===== src/rtl/inst_id_pkg.sv =====
`default_nettype none
// ============================================================================
// Module      : inst_id_pkg
// Description : Shared instruction-ID encoding and RV OP-IMM field constants
// Revision    : 1.0 - initial release
// ============================================================================
package inst_id_pkg;

  // Width of every instruction ID carried through the pipeline
  localparam int INST_ID_LEN = 6;

  typedef logic [INST_ID_LEN-1:0] inst_id_t;

  // Instruction IDs; NONE_ID marks "not a legal instruction of this group"
  localparam inst_id_t NONE_ID  = 6'd0;
  localparam inst_id_t ADDI_ID  = 6'd1;
  localparam inst_id_t SLTI_ID  = 6'd2;
  localparam inst_id_t SLTIU_ID = 6'd3;
  localparam inst_id_t XORI_ID  = 6'd4;
  localparam inst_id_t ORI_ID   = 6'd5;
  localparam inst_id_t ANDI_ID  = 6'd6;
  localparam inst_id_t SLLI_ID  = 6'd7;
  localparam inst_id_t SRLI_ID  = 6'd8;
  localparam inst_id_t SRAI_ID  = 6'd9;

  // Major opcode of the OP-IMM group
  localparam logic [6:0] OP_IMM = 7'b0010011;

  // funct3 encodings within OP-IMM
  localparam logic [2:0] F3_ADD  = 3'b000;
  localparam logic [2:0] F3_SLL  = 3'b001;
  localparam logic [2:0] F3_SLT  = 3'b010;
  localparam logic [2:0] F3_SLTU = 3'b011;
  localparam logic [2:0] F3_XOR  = 3'b100;
  localparam logic [2:0] F3_SR   = 3'b101;
  localparam logic [2:0] F3_OR   = 3'b110;
  localparam logic [2:0] F3_AND  = 3'b111;

  // Upper immediate field that selects an arithmetic right shift
  localparam logic [6:0] SRA_UPPER_32 = 7'b0100000;
  localparam logic [5:0] SRA_UPPER_64 = 6'b010000;

endpackage : inst_id_pkg
`default_nettype wire


===== src/rtl/op_imm_id_comb.sv =====
`default_nettype none
// ============================================================================
// Module      : op_imm_id_comb
// Description : Combinational decoder for the RV32I/RV64I OP-IMM group.
//               Produces ID, illegal flag, sign-extended immediate, shamt and
//               register indices from a raw 32-bit instruction.
// Revision    : 1.0 - initial release
// ============================================================================
module op_imm_id_comb
  import inst_id_pkg::*;
#(
  parameter int XLEN = 32
) (
  input  logic [31:0]            instr_i,
  output logic                   hit_o,
  output logic [INST_ID_LEN-1:0] id_o,
  output logic                   illegal_o,
  output logic [XLEN-1:0]        imm_o,
  output logic [5:0]             shamt_o,
  output logic [4:0]             rd_o,
  output logic [4:0]             rs1_o
);

  logic       w_upper_zero;  // shift upper field is all zero
  logic       w_upper_sra;   // shift upper field selects SRAI
  logic [5:0] w_shamt_raw;   // shamt as seen for this XLEN

  // The shift upper field and shamt width depend on the datapath width.
  // On RV32 bit 25 belongs to the upper field, so a set bit 25 simply fails
  // both the zero and SRA comparisons and ends up illegal.
  if (XLEN == 64) begin : g_rv64
    assign w_upper_zero = (instr_i[31:26] == 6'b000000);
    assign w_upper_sra  = (instr_i[31:26] == SRA_UPPER_64);
    assign w_shamt_raw  = instr_i[25:20];
  end else begin : g_rv32
    assign w_upper_zero = (instr_i[31:25] == 7'b0000000);
    assign w_upper_sra  = (instr_i[31:25] == SRA_UPPER_32);
    assign w_shamt_raw  = {1'b0, instr_i[24:20]};
  end

  assign imm_o = {{(XLEN-12){instr_i[31]}}, instr_i[31:20]};
  assign rd_o  = instr_i[11:7];
  assign rs1_o = instr_i[19:15];

  logic [INST_ID_LEN-1:0] w_id_raw;
  logic                   w_legal;
  logic [5:0]             w_shamt_sel;

  // funct3 / upper-field decode; only meaningful when the opcode hits
  always_comb begin
    w_id_raw    = NONE_ID;
    w_legal     = 1'b1;
    w_shamt_sel = 6'd0;
    case (instr_i[14:12])
      F3_ADD:  w_id_raw = ADDI_ID;
      F3_SLT:  w_id_raw = SLTI_ID;
      F3_SLTU: w_id_raw = SLTIU_ID;
      F3_XOR:  w_id_raw = XORI_ID;
      F3_OR:   w_id_raw = ORI_ID;
      F3_AND:  w_id_raw = ANDI_ID;
      F3_SLL: begin
        w_shamt_sel = w_shamt_raw;
        if (w_upper_zero) w_id_raw = SLLI_ID;
        else              w_legal  = 1'b0;
      end
      F3_SR: begin
        w_shamt_sel = w_shamt_raw;
        if (w_upper_zero)     w_id_raw = SRLI_ID;
        else if (w_upper_sra) w_id_raw = SRAI_ID;
        else                  w_legal  = 1'b0;
      end
      default: w_legal = 1'b0;
    endcase
  end

  assign hit_o     = (instr_i[6:0] == OP_IMM);
  assign illegal_o = hit_o && !w_legal;
  assign id_o      = (hit_o && w_legal) ? w_id_raw : NONE_ID;
  assign shamt_o   = hit_o ? w_shamt_sel : 6'd0;

endmodule : op_imm_id_comb
`default_nettype wire


===== src/rtl/op_imm_decode_stage.sv =====
`default_nettype none
// ============================================================================
// Module      : op_imm_decode_stage
// Description : One valid/ready pipeline stage decoding the OP-IMM group,
//               with flush and a saturating illegal-encoding counter.
// Revision    : 1.0 - initial release
// ============================================================================
module op_imm_decode_stage
  import inst_id_pkg::*;
#(
  parameter int XLEN        = 32,
  parameter int INST_ID_LEN = inst_id_pkg::INST_ID_LEN,
  parameter int CNT_W       = 8
) (
  input  logic                   clk,
  input  logic                   rst_n,
  input  logic                   flush,
  input  logic                   in_valid,
  output logic                   in_ready,
  input  logic [31:0]            in_instr,
  output logic                   out_valid,
  input  logic                   out_ready,
  output logic                   out_hit,
  output logic [INST_ID_LEN-1:0] out_instr_id,
  output logic [XLEN-1:0]        out_imm,
  output logic [5:0]             out_shamt,
  output logic [4:0]             out_rd,
  output logic [4:0]             out_rs1,
  output logic                   out_illegal,
  output logic [CNT_W-1:0]       illegal_cnt
);

  // Decoder outputs for the instruction currently offered upstream
  logic                                w_hit;
  logic [inst_id_pkg::INST_ID_LEN-1:0] w_id;
  logic                                w_illegal;
  logic [XLEN-1:0]                     w_imm;
  logic [5:0]                          w_shamt;
  logic [4:0]                          w_rd;
  logic [4:0]                          w_rs1;

  op_imm_id_comb #(
    .XLEN (XLEN)
  ) u_dec (
    .instr_i   (in_instr),
    .hit_o     (w_hit),
    .id_o      (w_id),
    .illegal_o (w_illegal),
    .imm_o     (w_imm),
    .shamt_o   (w_shamt),
    .rd_o      (w_rd),
    .rs1_o     (w_rs1)
  );

  // Pipeline register and counter state
  logic                   valid_q,   valid_d;
  logic                   hit_q,     hit_d;
  logic [INST_ID_LEN-1:0] id_q,      id_d;
  logic [XLEN-1:0]        imm_q,     imm_d;
  logic [5:0]             shamt_q,   shamt_d;
  logic [4:0]             rd_q,      rd_d;
  logic [4:0]             rs1_q,     rs1_d;
  logic                   illegal_q, illegal_d;
  logic [CNT_W-1:0]       cnt_q,     cnt_d;

  logic w_accept;

  // Ready does not depend on flush, so a flush never stalls upstream
  assign in_ready = !valid_q || out_ready;
  assign w_accept = in_valid && in_ready;

  // Next-state: flush dominates, then accept (load), then plain consume
  always_comb begin
    valid_d   = valid_q;
    hit_d     = hit_q;
    id_d      = id_q;
    imm_d     = imm_q;
    shamt_d   = shamt_q;
    rd_d      = rd_q;
    rs1_d     = rs1_q;
    illegal_d = illegal_q;
    cnt_d     = cnt_q;
    if (flush) begin
      valid_d = 1'b0;
    end else if (w_accept) begin
      valid_d   = 1'b1;
      hit_d     = w_hit;
      id_d      = INST_ID_LEN'(w_id);
      imm_d     = w_imm;
      shamt_d   = w_shamt;
      rd_d      = w_rd;
      rs1_d     = w_rs1;
      illegal_d = w_illegal;
      if (w_illegal && (cnt_q != {CNT_W{1'b1}})) begin
        cnt_d = cnt_q + 1'b1;
      end
    end else if (valid_q && out_ready) begin
      valid_d = 1'b0;
    end
  end

  // State register with synchronous active-low reset
  always_ff @(posedge clk) begin
    if (!rst_n) begin
      valid_q   <= 1'b0;
      hit_q     <= 1'b0;
      id_q      <= INST_ID_LEN'(NONE_ID);
      imm_q     <= '0;
      shamt_q   <= 6'd0;
      rd_q      <= 5'd0;
      rs1_q     <= 5'd0;
      illegal_q <= 1'b0;
      cnt_q     <= '0;
    end else begin
      valid_q   <= valid_d;
      hit_q     <= hit_d;
      id_q      <= id_d;
      imm_q     <= imm_d;
      shamt_q   <= shamt_d;
      rd_q      <= rd_d;
      rs1_q     <= rs1_d;
      illegal_q <= illegal_d;
      cnt_q     <= cnt_d;
    end
  end

  assign out_valid    = valid_q;
  assign out_hit      = hit_q;
  assign out_instr_id = id_q;
  assign out_imm      = imm_q;
  assign out_shamt    = shamt_q;
  assign out_rd       = rd_q;
  assign out_rs1      = rs1_q;
  assign out_illegal  = illegal_q;
  assign illegal_cnt  = cnt_q;

endmodule : op_imm_decode_stage
`default_nettype wire

===== config.mk =====
export PLATFORM = sky130hd
export DESIGN_NAME = op_imm_decode_stage
export DESIGN_NICKNAME = d
export VERILOG_FILES = /design/src/rtl/inst_id_pkg.sv /design/src/rtl/op_imm_id_comb.sv /design/src/rtl/op_imm_decode_stage.sv
export SDC_FILE = /design/constraint.sdc
export NUM_CORES = 1
export LEC_CHECK = 0
export ABC_AREA = 1
export BUFFER_PORTS_ARGS = -buffer_cell sky130_fd_sc_hd__buf_2
export CORE_ASPECT_RATIO = 0.5
export CORE_UTILIZATION = 46
export DETAILED_ROUTE_END_ITERATION = 16
export PLACE_DENSITY = 0.86
export SYNTH_ARGS = -nofsm -noshare
export SYNTH_HDL_FRONTEND = slang
export SYNTH_SLANG_ARGS = --single-unit
export TNS_END_PERCENT = 30

===== constraint.sdc =====
create_clock -name clk -period 1.41 [get_ports clk]
set_input_delay 0.423 -clock clk [delete_from_list [all_inputs] [get_ports clk]]
set_output_delay 0.423 -clock clk [all_outputs]
set_load 0.03 [all_outputs]

==> impl_metrics.py, run 1 <==
metrics = {
    "synth": {
        "synth_warnings": 0,
        "synthesis.area_um2": 2070,
        "synth.avg_cell_area_um2": 7.54,
        "synth.yosys.seq_area_share_pct": 40.6,
        "synthCells": 275,
        "yosys.cell_types.count": 30,
        "flip_flop_and_latch_count_after_synthesis": 42,
    },
    "grt": {
        "global_route_usage_sum_pct": 21.3,
        "maximum_number_of_pins_on_one_net_before_global_route_repair": 23,
        "grt_overflow_total": 0,
        "grt_antenna_before_repair": 0,
        "gr-usage-met2_pct": 40.1,
        "met1_usage_pct": 23.7,
        "global_route.usage.met3_pct": 5.39,
        "grt_pass1_wl_mm": 8.21,
        "global_route.peak_usage_layer": "met2",
        "first_global_vias": 1831,
    },
    "drt": {
        "drtAntennaViolNets": 0,
        "remaining_drc_errors": 0,
        "drt-total-wl_mm": 5.43,
        "detail_route.wl_per_cell_um": 12.7,
        "detail_route.iter0.violations": 139,
        "pre_antenna_drt_iters": 5,
        "via_count": 2170,
        "viasPerCell": 5.09,
    },
    "clock_network": {
        "cts_inserted_buffers": 5,
        "cts-hold-fix-buffers": 0,
        "cts_num_sinks": 42,
        "cts_root_buffer": "clkbuf_8",
        "cts_tree": "yes",
        "insertion_delay_ps": 290,
        "cts_htree_levels": 2,
        "clkSlewWorstSetupHoldPaths_ps": 80,
        "clock_tree.buffer_depth": 2,
    },
    "layout": {
        "fillers": 310,
        "seqCellArea_um2": 856,
        "post_route_cell_area_um2": 2820,
        "finalNetCount": 409,
        "antenna_cells_inserted": 0,
        "multi_input_area_um2": 1030,
        "areaGrowthSynthToFinish_pct": 36.0,
        "post_route_cells_drive_above_1_share_pct": 46.0,
    },
    "run_status": {
        "outcome": "finished, violations left",
        "violations": "negative setup slack",
    },
    "placement": {
        "detailed_place_hpwl_mm": 3.85,
        "place_area_um2": 2580,
        "buffer_ports.inserted": 99,
        "place_congestion": 0.924,
    },
    "setup_path": {
        "worst-r2r-setup-slack_ps": 10,
        "reg2regPathDepth": 9,
        "count_of_buffer_and_inverter_cells_on_the_critical_path": 2,
        "crit_type": "flip-flop to output port",
        "worstSetupPathDepth": 3,
        "element_type_at_the_critical_path_start": "flip-flop",
        "rr_endpoint": "illegal_cnt[7]$_SDFFE_PN0P_",
        "crit_end": "in_ready",
        "path_cells": "inv_2, or2_4, buf_6",
        "crit_arrival_ps": 1010,
        "critical_path.max_stage_delay_ps": 340,
        "crit_family": "flip-flops",
        "timing.critical_path.slowest_stage_cell": "dfxtp_2",
        "worst_setup_path_startpoint": "out_valid$_SDFFE_PP0P_",
        "required_ps": 990,
        "worstSetupEndpointType": "output port",
        "path_max_fanout": 2,
        "rr_startpoint": "illegal_cnt[1]$_SDFFE_PN0P_",
    },
    "pwr": {
        "ir_drop_mv": 0.409,
        "static-leakage-power_nw": 1.38,
        "p_per_area_nw_per_um2": 942,
    },
    "worst_hold_path": {
        "hold_path_class": "primary input to flip-flop",
    },
    "floorplanning": {
        "die_area_um2": 4800,
        "dieHeight_um": 49.5,
        "die_width_um": 96.9,
        "placeableCoreArea_um2": 4100,
        "design.portCount": 103,
        "rows": 16,
        "initial_core_utilization_pct": 50.5,
    },
    "timing": {
        "fin_tns_setup_ps": -25.9,
        "final-setup-viol-count": 1,
        "slew_violations": 0,
        "rsz0062_at_grt": "true",
        "final_critical_path_setup_slack_ps": -25.9,
        "min_period_over_period_pct": 102,
        "final-hold-violation-count": 0,
        "period_minus_slack_ps": 1440,
        "fin_hold_ws_ps": 339,
        "clock-skew-final_ps": 4.16,
        "max_freq_mhz": 696,
    },
    "flow_run": {
        "max_cap_violation_count": 0,
    },
}
[final cells by class]
| cell class | instances | area share, % |
|---|---|---|
| well taps | 54 | 2.40 |
| clock buffers | 8 | 3.59 |
| multi-input cells | 187 | 36.6 |
| inverters | 16 | 2.13 |
| repair buffers | 119 | 24.9 |
| flip-flops and latches | 42 | 30.3 |
[worst min path at each step]
stage          slack (ps)                            to                         start  cells after the start
4_1_cts               340        out_valid$_SDFFE_PP0P_                         flush                      2
6_report              340        out_valid$_SDFFE_PP0P_                         flush                      2
2_1_floorplan         500        out_valid$_SDFFE_PP0P_                         flush                      1
5_1_grt               350        out_valid$_SDFFE_PP0P_                         flush                      2
3_5_place_dp          460  out_instr_id[3]$_SDFFE_PN0P_  out_instr_id[3]$_SDFFE_PN0P_                      2
3_3_place_gp          450     out_shamt[3]$_SDFFE_PN0P_     out_shamt[3]$_SDFFE_PN0P_                      2
[repair_timing]
item | 4_1_cts | 5_1_grt
setup endpoints to repair | 28 | 52
resized for setup | 7 | 23
cloned | 0 | 0
pin swaps | 1 | 3
setup buffers | 1 | 4
[cell usage in the layout, fill, tap and decap left out, types with 2 or more instances in the layout]
cell type and n:
buf_2 96, nor2_1 54, dfxtp_1 36, nand2_1 33, o21ai_0 23, buf_4 16, a21oi_1 12, inv_1 11
nand3_1 11, nand2_2 10, nand4_1 8, a21oi_2 7, clkbuf_8 5, inv_2 4, nor2_4 4, nor2_2 4
xor2_1 3, nor3_1 3, conb_1 3, dfxtp_4 3, dfxtp_2 3, buf_12 3, nor2_8 2, nand2_4 2
clkbuf_1 2, clkbuf_4 2
[cell usage after synthesis (all sizes together)]
| cell | count | share of area (%) |
|---|---|---|
| buf | 29 | 10 |
| nor2 | 64 | 15 |
| dfxtp | 42 | 41 |
| xor2 | 3 | 1.3 |
| nand2 | 46 | 9.5 |
| nand4 | 8 | 2.4 |
| nand3 | 12 | 3.5 |
| conb | 1 | 0.18 |
| a21oi | 19 | 4.8 |
| or2 | 1 | 0.42 |
| nor3b | 1 | 0.60 |
| ha | 1 | 0.60 |
| o21ai | 24 | 6.3 |
| inv | 15 | 2.7 |
| nor3 | 4 | 1.2 |
| clkinv | 1 | 0.18 |
| clkbuf | 3 | 0.54 |
| a211oi | 1 | 0.36 |
[report_power, final]
| part | switching, mW | internal [mW] |
|---|---|---|
| clock | 0.419 | 0.459 |
| combinational | 0.354 | 0.174 |
| sequential | 0.0267 | 1.22 |
| total | 0.799 | 1.86 |
[cell families after synthesis]
family,after synthesis,synth area share (%)
adder cells (fa/ha/maj),1,0.603
buffers and inverters,48,13.5
other,1,0.181
AO/OA/AOI/OAI,44,11.5
flip-flops,42,40.6
AND/OR/NAND/NOR,136,32.4
XOR/XNOR,3,1.27
[routing by layer]
metal | vias to the layer above | share of wire, %
li1 | 1053 | -
met4 | 0 | 1.1
met5 | - | 0
met1 | 1020 | 41
met3 | 6 | 5.9
met2 | 91 | 52
[registers in the layout (all words and copies together), names as in the netlist]
| register | count |
|---|---|
| out_instr_id | 4 |
| out_shamt | 5 |
| illegal_cnt | 8 |
| out_rs1 | 5 |
| out_illegal | 1 |
| out_imm | 12 |
| out_hit | 1 |
| out_rd | 5 |
| out_valid | 1 |
[metrics by stage]
step | setup WS, ps | power (mW) | utilization (%) | std cells
floorplan | -57.3 | 1.66 | - | 277
global placement | -31.8 | 1.78 | 62.9 | 413
detailed placement | -108 | 1.79 | 62.9 | 413
CTS | -42.2 | 2.66 | 66.2 | 422
global route | -62.9 | 2.78 | 68.7 | 426
finish | -25.9 | 2.66 | 68.7 | 426
Note: power is estimated with default switching activity, not from simulation.
==> inputs of run 2 (changes only) <==
- CORE_UTILIZATION: 46 -> 49
- PLACE_DENSITY: 0.86 -> 0.91
- clock period: 1.41 -> 1.8 ns (I/O delays scaled with it)
==> impl_metrics.py, run 2 (synthesis results as in run 1) <==
metrics = {
    "pwr": {
        "static-leakage-power_nw": 1.27,
        "p_per_area_nw_per_um2": 781,
        "total_power_mw": 1.99,
        "ir_drop_mv": 0.351,
    },
    "layout": {
        "final_common_cell": "buf_2",
        "areaGrowthSynthToFinish_pct": 23.2,
        "antenna_cells_inserted": 0,
        "number_of_flip_flops_under_the_largest_register_name": 12,
        "fillers": 351,
        "most-common-layout-cells": "99 x buf_2, 55 x nor2_1, 41 x dfxtp_1",
        "finalNetCount": 394,
        "post_route_cells_drive_above_1_share_pct": 38.1,
    },
    "timing": {
        "max_freq_mhz": 605,
        "fin_tns_setup_ps": 0,
        "final-setup-viol-count": 0,
        "rsz0062_at_grt": "false",
        "clock-skew-final_ps": 1.83,
        "final-hold-violation-count": 0,
        "slew_violations": 0,
        "period_minus_slack_ps": 1650,
        "min_period_over_period_pct": 91.8,
    },
    "drt": {
        "viasPerCell": 4.80,
        "detail_route.wl_per_cell_um": 11.7,
        "pre_antenna_drt_iters": 4,
        "drt-total-wl_mm": 4.81,
        "detail_route.iter0.violations": 76,
        "via_count": 1973,
        "remaining_drc_errors": 0,
        "drtAntennaViolNets": 0,
    },
    "clock_network": {
        "insertion_delay_ps": 290,
        "clkSlewWorstSetupHoldPaths_ps": 80,
        "cts-hold-fix-buffers": 0,
        "post_cts.resized_instances": 0,
        "clock_tree.buffer_depth": 2,
        "cts_inserted_buffers": 5,
        "post_cts.repair.setup_buffers": 0,
        "cts_root_buffer": "clkbuf_8",
        "cts_htree_levels": 2,
        "cts_tree": "yes",
        "cts_num_sinks": 42,
    },
    "floorplanning": {
        "placeableCoreArea_um2": 3980,
        "die_area_um2": 4510,
        "die_width_um": 94.0,
        "initial_core_utilization_pct": 52.0,
        "dieHeight_um": 48.0,
        "rows": 16,
        "design.portCount": 103,
    },
    "placement": {
        "detailed_place_hpwl_mm": 3.61,
        "place_congestion": 0.775,
        "buffer_ports.inserted": 99,
    },
    "worst_hold_path": {
        "hold_path_class": "flip-flop to flip-flop",
    },
    "grt": {
        "first_global_vias": 1619,
        "maximum_number_of_pins_on_one_net_before_global_route_repair": 23,
        "grt_overflow_total": 0,
        "grt_pass1_wl_mm": 7.20,
        "grt_antenna_before_repair": 0,
        "global_route_usage_sum_pct": 21.2,
    },
    "setup_path": {
        "path_max_fanout": 3,
        "element_type_at_the_critical_path_start": "flip-flop",
        "crit_arrival_ps": 1110,
        "required_ps": 1260,
        "crit_type": "flip-flop to output port",
        "worstSetupEndpointType": "output port",
    },
    "run_status": {
        "outcome": "completed",
    },
    "flow_run": {
        "max_cap_violation_count": 0,
    },
}
[run 2: cell count changes in the layout (fill, tap and decap cells not counted), moves of 2 or more]
cell | previous run | this run
a21oi_1 | 12 | 18
dfxtp_1 | 36 | 41
dfxtp_2 | 3 | 1
buf_4 | 16 | 5
a21oi_2 | 7 | 1
nand2_2 | 10 | 4
nand2_1 | 33 | 40
buf_12 | 3 | 0
clkbuf_4 | 2 | 0
dfxtp_4 | 3 | 0
buf_2 | 96 | 99
[run 2: worst paths after layout]
path                          startpoint                           to  slack, ps  cells past startpoint
max               out_valid$_SDFFE_PP0P_                     in_ready        150                      3
min reg2reg    out_shamt[3]$_SDFFE_PN0P_    out_shamt[3]$_SDFFE_PN0P_        470                      2
min            out_shamt[3]$_SDFFE_PN0P_    out_shamt[3]$_SDFFE_PN0P_        470                      2
max reg2reg  illegal_cnt[0]$_SDFFE_PN0P_  illegal_cnt[5]$_SDFFE_PN0P_        310                      9
[run 2: critical path, stage by stage (launching register included)]
cell	delay, ps
dfxtp_1	350
inv_1	50
or2_4	240
buf_2	180
[run 2: cell type report]
cell class / count / area, µm² / share of cell area, %
Tap cell: 54 / 67.6 / 2.65
Multi-Input combinational cell: 187 / 960 / 37.6
Sequential cell: 42 / 842 / 33.0
Timing Repair Buffer: 104 / 533 / 20.9
Clock inverter: 1 / 5.00 / 0.196
Inverter: 16 / 60.1 / 2.35
Clock buffer: 7 / 86.3 / 3.38
[run 2: metal layers]
layer | share of wire (%) | vias to the layer above | GRT usage [%]
met3 | 5.0 | 10 | 5.24
li1 | - | 1019 | -
met1 | 42 | 884 | 23.2
met2 | 52 | 60 | 42.0
met4 | 1.8 | 0 | 8.31
met5 | 0 | - | 0
[run 2: through the flow]
step / cells / worst slack (ps) / utilization [%] / hold slack (ps) / instance area [µm²]
finish: 411 / 148 / 64.1 / 470 / 2550
floorplan: 277 / 176 / - / 590 / 2080
global placement: 403 / 177 / 61.8 / 451 / 2460
global route: 411 / 109 / 64.1 / 474 / 2550
detailed placement: 403 / 109 / 61.8 / 459 / 2460
CTS: 411 / 41.5 / 64.1 / 471 / 2550
[run 2: power by group]
group	internal [mW]	total, mW	leakage [nW]	switching [mW]
clock	0.310	0.626	0.0482	0.317
combinational	0.116	0.384	0.882	0.267
sequential	0.963	0.984	0.343	0.0209
total	1.39	1.99	1.27	0.605
